==> config.mk <==
export PLATFORM = sky130hd
export DESIGN_NAME = register_writeback_flat
export DESIGN_NICKNAME = d
export VERILOG_FILES = /design/src/rtl/register_writeback_if.sv /design/src/rtl/register_writeback.sv /design/src/flat_wrapper.sv
export SDC_FILE = /design/constraint.sdc
export NUM_CORES = 1
export LEC_CHECK = 0
export CAP_MARGIN = 5
export CORE_MARGIN = 4
export CORE_UTILIZATION = 41
export DETAILED_ROUTE_END_ITERATION = 8
export PLACE_DENSITY = 0.75
export SLEW_MARGIN = 0
export SYNTH_ARGS = -nofsm -noshare
export SYNTH_HDL_FRONTEND = slang
export SYNTH_SLANG_ARGS = --single-unit
==> constraint.sdc <==
create_clock -name clk -period 2.9 [get_ports clk]
set_input_delay 0.725 -clock clk [delete_from_list [all_inputs] [get_ports clk]]
set_output_delay 0.725 -clock clk [all_outputs]
set_load 0.1 [all_outputs]
==> src/rtl/register_writeback_if.sv <==
// register_writeback_if: request, load-data and register-file write signals of register_writeback.
//
// Signal groups (named from the writeback block's side):
//   Request:    req_valid, req_ready, instruction[27:0], result_lo, result_hi, base_value
//   Load data:  ld_valid, ld_ready, ld_data
//   Reg write:  wr_en, wr_addr[3:0], wr_data, pc_written
//   Status:     busy
//
// Modports:
//   master: upstream execute/memory side. Drives the request and load data, and observes the rest.
//   slave:  the writeback block itself.
interface register_writeback_if #(
   parameter int unsigned DATA_W = 32
);

   logic              req_valid;
   logic              req_ready;
   logic [27:0]       instruction;
   logic [DATA_W-1:0] result_lo;
   logic [DATA_W-1:0] result_hi;
   logic [DATA_W-1:0] base_value;
   logic              ld_valid;
   logic [DATA_W-1:0] ld_data;
   logic              ld_ready;
   logic              wr_en;
   logic [3:0]        wr_addr;
   logic [DATA_W-1:0] wr_data;
   logic              pc_written;
   logic              busy;

   modport master (
      output req_valid, instruction, result_lo, result_hi, base_value, ld_valid, ld_data,
      input  req_ready, ld_ready, wr_en, wr_addr, wr_data, pc_written, busy
   );

   modport slave (
      input  req_valid, instruction, result_lo, result_hi, base_value, ld_valid, ld_data,
      output req_ready, ld_ready, wr_en, wr_addr, wr_data, pc_written, busy
   );

endinterface

==> src/rtl/register_writeback.sv <==
// register_writeback: destination-side decoder and write sequencer for one completed ARM instruction.
//
// The block decodes which registers an accepted instruction writes. It then issues those writes
// on the register file's single write port, one register per cycle. The request handshake stays
// low until the last write has been issued.
//
// Ports:
//   clk  rising-edge clock
//   rst  asynchronous, active-high reset
//   bus  register_writeback_if.slave, carrying these signals:
//        req_valid/req_ready                 instruction handshake (ready only in StIdle)
//        instruction[27:0]                   instruction without its condition field
//        result_lo, result_hi, base_value    execute results and the updated base address
//        ld_valid/ld_ready/ld_data           load data beats (ready only in StLoad)
//        wr_en/wr_addr/wr_data               registered register-file write port
//        pc_written                          pulses together with any write to R15
//        busy                                inverse of req_ready
module register_writeback #(
   parameter int unsigned DATA_W = 32
) (
   input logic                clk,
   input logic                rst,
   register_writeback_if.slave bus
);

   typedef enum logic [2:0] {
      StIdle,
      StBase,
      StPrimary,
      StSecond,
      StLoad
   } state_e;

   state_e state_q, state_d;

   // Registers that still have to be filled from load beats. They are served lowest-first.
   logic [15:0]       pend_q, pend_d;
   // Long-multiply high half. It is captured at accept and written one cycle after RdLo.
   logic [DATA_W-1:0] hi_q, hi_d;
   logic [3:0]        rdhi_q, rdhi_d;
   logic              long_q, long_d;

   logic              wr_en_q, wr_en_d;
   logic [3:0]        wr_addr_q, wr_addr_d;
   logic [DATA_W-1:0] wr_data_q, wr_data_d;
   logic              pc_written_q, pc_written_d;

   // Decode results for the instruction currently presented on the request port.
   logic        dec_base_en;
   logic        dec_prim_en;
   logic        dec_long;
   logic [3:0]  dec_prim_addr;
   logic [3:0]  dec_hi_addr;
   logic [15:0] dec_pend;

   logic [3:0]  low_idx;
   logic [15:0] pend_left;

   logic [27:0] ins;
   logic [3:0]  rn;
   logic [3:0]  rd;
   logic        bit_l;
   logic        bit_p;
   logic        bit_w;
   logic [3:0]  opcode;

   assign ins    = bus.instruction;
   assign rn     = ins[19:16];
   assign rd     = ins[15:12];
   assign bit_l  = ins[20];
   assign bit_p  = ins[24];
   assign bit_w  = ins[21];
   assign opcode = ins[24:21];

   // Destination decode. The branches are checked in priority order, because the earlier
   // encodings overlap with the data-processing and transfer spaces.
   always_comb begin
      dec_base_en   = 1'b0;
      dec_prim_en   = 1'b0;
      dec_long      = 1'b0;
      dec_prim_addr = 4'd0;
      dec_hi_addr   = 4'd0;
      dec_pend      = 16'd0;

      if (ins[27:22] == 6'b000000 && ins[7:4] == 4'b1001) begin
         // MUL/MLA: Rd is held in bits [19:16].
         dec_prim_en   = 1'b1;
         dec_prim_addr = rn;
      end else if (ins[27:23] == 5'b00001 && ins[7:4] == 4'b1001) begin
         // Long multiply: RdLo first, then RdHi.
         dec_prim_en   = 1'b1;
         dec_prim_addr = rd;
         dec_long      = 1'b1;
         dec_hi_addr   = rn;
      end else if (ins[27:23] == 5'b00010 && ins[21:20] == 2'b00 && ins[11:4] == 8'h09) begin
         // Swap: the destination is filled by one load beat.
         dec_pend[rd] = 1'b1;
      end else if (ins[27:4] == 24'h12FFF1) begin
         // BX writes no register.
      end else if (ins[27:25] == 3'b000 && ins[7] && ins[4] && ins[6:5] != 2'b00) begin
         // Halfword and signed transfers.
         if (bit_l) begin
            dec_pend[rd] = 1'b1;
         end
         dec_base_en = !bit_p || bit_w;
      end else if (ins[27:26] == 2'b00) begin
         if (opcode[3:2] == 2'b10) begin
            // Compare ops (S=1) and MSR write nothing. MRS writes Rd.
            if (!bit_l && !opcode[0]) begin
               dec_prim_en   = 1'b1;
               dec_prim_addr = rd;
            end
         end else begin
            dec_prim_en   = 1'b1;
            dec_prim_addr = rd;
         end
      end else if (ins[27:26] == 2'b01 && !(ins[25] && ins[4])) begin
         // Single data transfer.
         if (bit_l) begin
            dec_pend[rd] = 1'b1;
         end
         dec_base_en = !bit_p || bit_w;
      end else if (ins[27:25] == 3'b100) begin
         // Block transfer: the base write comes first, then one beat per listed register.
         dec_base_en = bit_w;
         if (bit_l) begin
            dec_pend = ins[15:0];
         end
      end else if (ins[27:25] == 3'b101) begin
         // Branch with link writes the return address to R14.
         dec_prim_en   = bit_p;
         dec_prim_addr = 4'd14;
      end
      // Undefined, coprocessor and SWI encodings write nothing.
   end

   // Finds the lowest pending register. The loop runs from 15 down to 0, so the lowest set bit
   // is the last match.
   always_comb begin
      low_idx = 4'd0;
      for (int i = 15; i >= 0; i--) begin
         if (pend_q[i]) begin
            low_idx = 4'(i);
         end
      end
   end

   // Clearing the lowest set bit leaves the registers still to be served.
   assign pend_left = pend_q & (pend_q - 16'd1);

   always_comb begin
      state_d   = state_q;
      pend_d    = pend_q;
      hi_d      = hi_q;
      rdhi_d    = rdhi_q;
      long_d    = long_q;
      wr_en_d   = 1'b0;
      wr_addr_d = wr_addr_q;
      wr_data_d = wr_data_q;

      unique case (state_q)
         StIdle: begin
            if (bus.req_valid) begin
               pend_d = dec_pend;
               hi_d   = bus.result_hi;
               rdhi_d = dec_hi_addr;
               long_d = dec_long;
               if (dec_base_en) begin
                  wr_en_d   = 1'b1;
                  wr_addr_d = rn;
                  wr_data_d = bus.base_value;
                  state_d   = StBase;
               end else if (dec_prim_en) begin
                  wr_en_d   = 1'b1;
                  wr_addr_d = dec_prim_addr;
                  wr_data_d = bus.result_lo;
                  state_d   = StPrimary;
               end else if (dec_pend != 16'd0) begin
                  state_d = StLoad;
               end
            end
         end
         StBase: begin
            state_d = (pend_q != 16'd0) ? StLoad : StIdle;
         end
         StPrimary: begin
            if (long_q) begin
               wr_en_d   = 1'b1;
               wr_addr_d = rdhi_q;
               wr_data_d = hi_q;
               state_d   = StSecond;
            end else begin
               state_d = StIdle;
            end
         end
         StSecond: begin
            state_d = StIdle;
         end
         StLoad: begin
            if (bus.ld_valid) begin
               wr_en_d   = 1'b1;
               wr_addr_d = low_idx;
               wr_data_d = bus.ld_data;
               pend_d    = pend_left;
               // The last beat's write appears while req_ready is already high again.
               if (pend_left == 16'd0) begin
                  state_d = StIdle;
               end
            end
         end
         default: begin
            state_d = StIdle;
         end
      endcase
   end

   assign pc_written_d = wr_en_d && (wr_addr_d == 4'd15);

   always_ff @(posedge clk or posedge rst) begin
      if (rst) begin
         state_q      <= StIdle;
         pend_q       <= 16'd0;
         hi_q         <= '0;
         rdhi_q       <= 4'd0;
         long_q       <= 1'b0;
         wr_en_q      <= 1'b0;
         wr_addr_q    <= 4'd0;
         wr_data_q    <= '0;
         pc_written_q <= 1'b0;
      end else begin
         state_q      <= state_d;
         pend_q       <= pend_d;
         hi_q         <= hi_d;
         rdhi_q       <= rdhi_d;
         long_q       <= long_d;
         wr_en_q      <= wr_en_d;
         wr_addr_q    <= wr_addr_d;
         wr_data_q    <= wr_data_d;
         pc_written_q <= pc_written_d;
      end
   end

   assign bus.req_ready  = (state_q == StIdle);
   assign bus.busy       = (state_q != StIdle);
   assign bus.ld_ready   = (state_q == StLoad);
   assign bus.wr_en      = wr_en_q;
   assign bus.wr_addr    = wr_addr_q;
   assign bus.wr_data    = wr_data_q;
   assign bus.pc_written = pc_written_q;

endmodule

==> src/flat_wrapper.sv <==
// flat-port wrapper written by rule: the top's interface ports become plain ports
module register_writeback_flat 
#(
   parameter int unsigned DATA_W = 32
)
  (clk, rst, bus_req_valid, bus_instruction, bus_result_lo, bus_result_hi, bus_base_value, bus_ld_valid, bus_ld_data, bus_req_ready, bus_ld_ready, bus_wr_en, bus_wr_addr, bus_wr_data, bus_pc_written, bus_busy);
  register_writeback_if #(.DATA_W(DATA_W)) bus_i ();
  input logic clk;
  input logic rst;
  input wire logic [$bits(bus_i.req_valid)-1:0] bus_req_valid;
  input wire logic [$bits(bus_i.instruction)-1:0] bus_instruction;
  input wire logic [$bits(bus_i.result_lo)-1:0] bus_result_lo;
  input wire logic [$bits(bus_i.result_hi)-1:0] bus_result_hi;
  input wire logic [$bits(bus_i.base_value)-1:0] bus_base_value;
  input wire logic [$bits(bus_i.ld_valid)-1:0] bus_ld_valid;
  input wire logic [$bits(bus_i.ld_data)-1:0] bus_ld_data;
  output wire logic [$bits(bus_i.req_ready)-1:0] bus_req_ready;
  output wire logic [$bits(bus_i.ld_ready)-1:0] bus_ld_ready;
  output wire logic [$bits(bus_i.wr_en)-1:0] bus_wr_en;
  output wire logic [$bits(bus_i.wr_addr)-1:0] bus_wr_addr;
  output wire logic [$bits(bus_i.wr_data)-1:0] bus_wr_data;
  output wire logic [$bits(bus_i.pc_written)-1:0] bus_pc_written;
  output wire logic [$bits(bus_i.busy)-1:0] bus_busy;
  assign bus_i.req_valid = bus_req_valid;
  assign bus_i.instruction = bus_instruction;
  assign bus_i.result_lo = bus_result_lo;
  assign bus_i.result_hi = bus_result_hi;
  assign bus_i.base_value = bus_base_value;
  assign bus_i.ld_valid = bus_ld_valid;
  assign bus_i.ld_data = bus_ld_data;
  assign bus_req_ready = bus_i.req_ready;
  assign bus_ld_ready = bus_i.ld_ready;
  assign bus_wr_en = bus_i.wr_en;
  assign bus_wr_addr = bus_i.wr_addr;
  assign bus_wr_data = bus_i.wr_data;
  assign bus_pc_written = bus_i.pc_written;
  assign bus_busy = bus_i.busy;
  register_writeback #(.DATA_W(DATA_W)) u_core (.clk(clk), .rst(rst), .bus(bus_i));
endmodule
* After elaboration in Yosys (flattened, before gate mapping)
Index checks and enable logic that the tools add are counted.
** Operators by class
- Add/sub/neg operators :: 1
- Order comparisons :: 2
- Eq/ne operators :: 19
- Mux-type cells :: 92
- Bitwise operators :: 1
- Reduce and logical (&&, ||, !) cells :: 33
** Operators by type and width (count)
- two-way mux 16 bit :: 12
- two-way mux 32 bit :: 5
- two-way mux 4 bit :: 34
- case mux 32 bit (3 select lines) :: 1
- case mux 16 bit (2 select lines) :: 1
- nonzero test 16 bit :: 2
- two-way mux 1 bit :: 27
- == test 24 x 21 -> 1 bit (second input constant) :: 1
- two-way mux 3 bit :: 7
- bitwise AND 16 bit :: 1
- logical NOT 16 bit :: 1
- subtractor 16 x 1 -> 16 bit (second input constant) :: 1
- logical AND 1 bit :: 12
- case mux 3 bit (4 select lines) :: 1
- case mux 4 bit (3 select lines) :: 1
- == test 3 bit (second input constant) :: 3
- == test 4 bit (second input constant) :: 2
- == test 8 x 4 -> 1 bit (second input constant) :: 1
- logical NOT 3 bit :: 2
- logical NOT 6 bit :: 1
- nonzero test 3 bit :: 2
- == test 5 x 1 -> 1 bit (second input constant) :: 1
- == test 5 x 2 -> 1 bit (second input constant) :: 1
- < comparator 4 x 5 -> 1 bit (second input constant) :: 1
- 20 further kinds :: 27
** Word-level totals
- Register bits :: 94
- Input port bits :: 160
- Output and inout port bits :: 41
- Word-level logic and storage cells :: 157

* Depth between registers and ports, before layout
- Word-level depth :: 20
- Mapped depth :: 10

* Least setup slack after synthesis
Ideal clock, no wire load.
- Path kind :: register -> register
- Start :: register u_core.state_q[2]
- End :: register u_core.hi_q[0]
- Library setup time :: 0.065 ns
- Data arrival time :: 3.300 ns
- Data required time :: 2.835 ns
- Path slack :: -0.465 ns
- Cell stages (with the launch flop) :: 10
- Buffers on the path :: 4
- Period minus slack after synthesis :: 3.365 ns
- Path through :: dfrtp_1 clkbuf_2 or3_1 clkbuf_1 inv_1 nand2_1 clkbuf_1 clkbuf_1 nand2_1 nand2_1
** Between the ends
- Cells in the longest elaborated chain, start to end :: 2
** RTL lines
- start, declared :: RTL line register_writeback.sv:34 : state_e state_q, state_d;
- start signal, assigned :: RTL line register_writeback.sv:221 : state_q <= StIdle;
- start signal, assigned :: RTL line register_writeback.sv:231 : state_q <= state_d;
- logical NOT 3 bit
- via bus_req_ready :: RTL line flat_wrapper.sv:17 : output wire logic [$bits(bus_i.req_ready)-1:0] bus_req_ready;
- AND reduction 2 bit (no source line)
- end signal, assigned :: RTL line register_writeback.sv:233 : hi_q <= hi_d;
- end, declared :: RTL line register_writeback.sv:39 : logic [DATA_W-1:0] hi_q, hi_d;
The timed path passes the listed nets, and every way through them passes these cells.
A chain may end at the register's enable or synchronous reset.

* Final worst setup path
- Start :: input bus_instruction[27]
- End :: register u_core.wr_data_q[25] (netlist: u_core.bus.wr_data[25])
** Between the ends
- Cells in the longest elaborated chain, start to end :: 12
- Elaborated cells on any way between the ends :: 39
- Classes of those cells :: eq/ne: 7; mux: 20; reduce/logical: 12
** RTL lines
- start, declared :: RTL line flat_wrapper.sv:11 : input wire logic [$bits(bus_i.instruction)-1:0] bus_instruction;
- == test 3 bit (tied with other cells) :: RTL line register_writeback.sv:129 : end else if (ins[27:25] == 3'b101) begin
- two-way mux 1 bit (tied with other cells) :: RTL line register_writeback.sv:129
- two-way mux 1 bit (tied with other cells) :: RTL line register_writeback.sv:123 : end else if (ins[27:25] == 3'b100) begin
- two-way mux 1 bit (tied with other cells) :: RTL line register_writeback.sv:117 : end else if (ins[27:26] == 2'b01 && !(ins[25] && ins[4])) begin
- two-way mux 1 bit, on equally long branches :: RTL line register_writeback.sv:106, register_writeback.sv:100
- two-way mux 1 bit, on equally long branches :: RTL line register_writeback.sv:100, register_writeback.sv:98
- two-way mux 1 bit, on equally long branches :: RTL line register_writeback.sv:98, register_writeback.sv:95
- two-way mux 1 bit, on equally long branches :: RTL line register_writeback.sv:95, register_writeback.sv:89
- two-way mux 1 bit, on equally long branches :: RTL line register_writeback.sv:89, register_writeback.sv:85
- two-way mux 1 bit or two-way mux 32 bit (tied branches) :: RTL line register_writeback.sv:85, register_writeback.sv:168
- != test 3 x 1 -> 1 bit (no source line) or two-way mux 32 bit (tied branches)
- AND reduction 5 bit (no source line) or case mux 32 bit (3 select lines) (tied branches)
- end signal, assigned :: RTL line register_writeback.sv:238 : wr_data_q <= wr_data_d;
- end, declared :: RTL line register_writeback.sv:45 : logic [DATA_W-1:0] wr_data_q, wr_data_d;
Parallel ways exist; a longest one is shown, timed or not. The select of a mux whose other input is x is not followed.

==> flow_summary.toml <==
[hold_path]
min-delay-start = "u_core.long_q$_DFFE_PP0P_"
hold_class = "reg -> reg"

[global_routing]
antenna_found_initial = 0
grt_pass1_vias = 6137
grt.met3_usage = 0.0508
grt_max_degree = 37
met1_usage = 0.337
use_met2 = 0.432
grt_most_used_layer = "met2"
grt_overflow_total = 0
track_usage = 0.259
grt_pass1_wl_um = 31000

[worst_setup_path]
end_kind = "register"
crit_path_start = "bus_instruction[27]"
crit_chain = "clkdlybuf4s50_1 > or2_2 > or4b_4 > and2_4 > buf_12 > mux2i_2 > nor2_1 > a221oi_2 > o21ai_0"
path_class = "in -> reg"
slowest_stage = "or4b_4"
reg2reg_from = "u_core.pend_q[2]$_DFFE_PP0P_"
path_max_fanout = 22
cp.required_ns = 3.11
worst_setup_path_start_kind = "input pin"
slowest_delay_ns = 0.54
cp.arrival_ns = 3.01

[placement]
gp_congestion = 0.937
dp_slack_ns = -0.360
io_buffers = 200
dpl.hpwl_um = 15700

[final_layout]
syn_to_final_growth_pct = 54.3
antenna_cells = 0
finalCoreUtilization = 0.658
seq_area_um2 = 2350
multi_input_area_um2 = 2980
fin_nets = 1061
fill_cells = 1101
drive_gt1_frac = 0.200

[detailed_routing]
drc_errors = 0
vias_per_cell = 5.75
vias = 6197
wl_um = 20400
dr.pass1.iters = 5
wl_per_cell_um = 18.9
drt-initial-drc-count = 653
ant_nets = 0

[synthesis]
synthFlopType = "dfrtp_1"
syn-cell-area_um2 = 5470
synthArstFlopShare = 1.00
synth_edf_count = 0
synthSimpleGateAreaFrac = 0.225
syn-num-nets = 814
synth_cell_types = 59
synth_adder_area_share = 0.00366
synth_seq_cells = 94
synth_area_leaders = "dfrtp_1 (43%), nand2_1 (11%), mux2i_1 (6.0%)"
syn_inst = 654
synthMuxAreaShare = 0.0645
seq_area_frac_synth = 0.430
synth_compound_area_frac = 0.228
synth_top_area_share = 0.430
synth_top_family_by_area = "compound AO/OA/AOI/OAI gates"
yosysWarnings = 0
synth_xor_area_frac = 0
yosys.cell_count.top_type = "nand2_1"
yosys.area.top_type = "dfrtp_1"
synth_common_cells = "nand2_1 (154), dfrtp_1 (94), o21ai_0 (61)"
synth.avg_cell_area_um2 = 8.37

[clocking]
cts_made_buffers = 9
clockRootBuffer = "clkbuf_16"
ctsLongestPathBuffers = 2
clk_pin_slew_ns = 0.06
clock_latency_ns = 0.34
cts_htree_levels = 3
cts.sinks = 94
postCtsHoldBufs = 0
cts_tree = "built"

[power_and_ir_drop]
p_leak_nw = 3.91
p_per_area_nw_per_um2 = 927
peakVddDrop_mv = 0.797
power_mw = 7.83

[sta]
setup_viol = 0
max_freq_ghz = 0.356
setup_ws_ns = 0.0928
fin_worst_skew_ns = 0.0109
tightestPinTransition_ns = 0.722
finalHoldViolCount = 0
fin_crit_ns = 2.81
finalCritPeriodShare = 0.968
relSlewSlack = 0.519
maxSlewViolCount = 0

[die]
design.die.area_um2 = 15300
die_w_um = 124
row_count = 41
ioPinCount = 201
die_h_um = 124
core-area_um2 = 12800
initial_core_util = 0.427

[job]
drv_cap = 0

[run_status]
outcome = "completed"
-- per-stage QoR --
step                hold WS (ns)  std cells  setup TNS [ns]  cell area (µm²)
detailed placement         0.460       1061          -12.43             8030
global placement           0.456       1061          -10.94             8030
CTS                        0.474       1077               0             8320
global route               0.503       1078         -0.0136             8440
finish                     0.473       1078               0             8440
floorplan                  0.441        654          -0.217             5490
-- flip-flops by register name (all words and copies together) (netlist names), 3 cells and up --
signal / flops
u_core.hi_q: 32
u_core.state_q: 3
u_core.bus.wr_data: 32
u_core.rdhi_q: 4
u_core.bus.wr_addr: 4
u_core.pend_q: 16
-- worst paths after layout --
kind	to	slack, ns	cells after the start
worst max-delay path	u_core.bus.wr_data[25]$_DFFE_PP0P_	0.09	9
worst max register to register	u_core.state_q[1]$_DFFE_PP0P_	0.14	7
min in group asynchronous	u_core.pend_q[9]$_DFFE_PP0P_	0.73	2
worst min-delay path	u_core.long_q$_DFFE_PP0P_	0.47	1
max in group asynchronous	u_core.rdhi_q[2]$_DFFE_PP0P_	1.40	3
worst min register to register	u_core.long_q$_DFFE_PP0P_	0.47	1
-- worst max-delay path, delay by kind of cell --
family	cells	cell delay, ns
compound gates	2	0.29
buf+inv	2	0.59
mux	1	0.23
simple gates	4	1.16
-- area by class of cell --
cell class              count  share of cell area
multi-input cells         499               0.353
repair buffers            283               0.302
flip-flops and latches     94               0.279
clock buffers               9              0.0267
well taps                 172              0.0255
clock inverters             7             0.00726
inverters                  14             0.00711
-- what timing repair did --
action | in CTS | in global routing
pin swaps | 0 | 4
setup endpoints to repair | 2 | 36
buffers inserted | 0 | 1
resized for setup | 2 | 23
-- per-layer routing --
metal / part of all wire / wire, µm
met3: 0.076 / 1560
met5: 0 / 0
met2: 0.49 / 10000
met4: 0.026 / 524
met1: 0.41 / 8280
-- report_power, final --
group          internal [mW]  switching, mW
sequential              1.79          0.335
clock                  0.600          0.536
combinational           1.29           3.27
total                   3.69           4.14
-- cell usage in the layout, fill, tap and decap left out, types with 6 or more instances in the layout --
cell             count
a21oi_1             25
a221oi_1            27
a221oi_2             8
a22o_1               9
a31oi_1              8
a32oi_1              7
buf_4              121
clkbuf_16            9
clkdlybuf4s50_1    159
dfrtp_1             94
inv_1               11
mux2i_1             32
nand2_1            153
nor2_1              56
nor2b_1              6
nor3_1               9
o21ai_0             59
o22ai_1              6
or2_2                6
-- logic make-up (layout without fill, tap and decap cells) --
logic type      after synthesis  after routing
compound gates              186            186
fa+ha+maj                     2              2
buf+inv                      61            313
flops                        94             94
mux                          35             35
simple gates                276            276
Power figures use the tool's default switching activity.
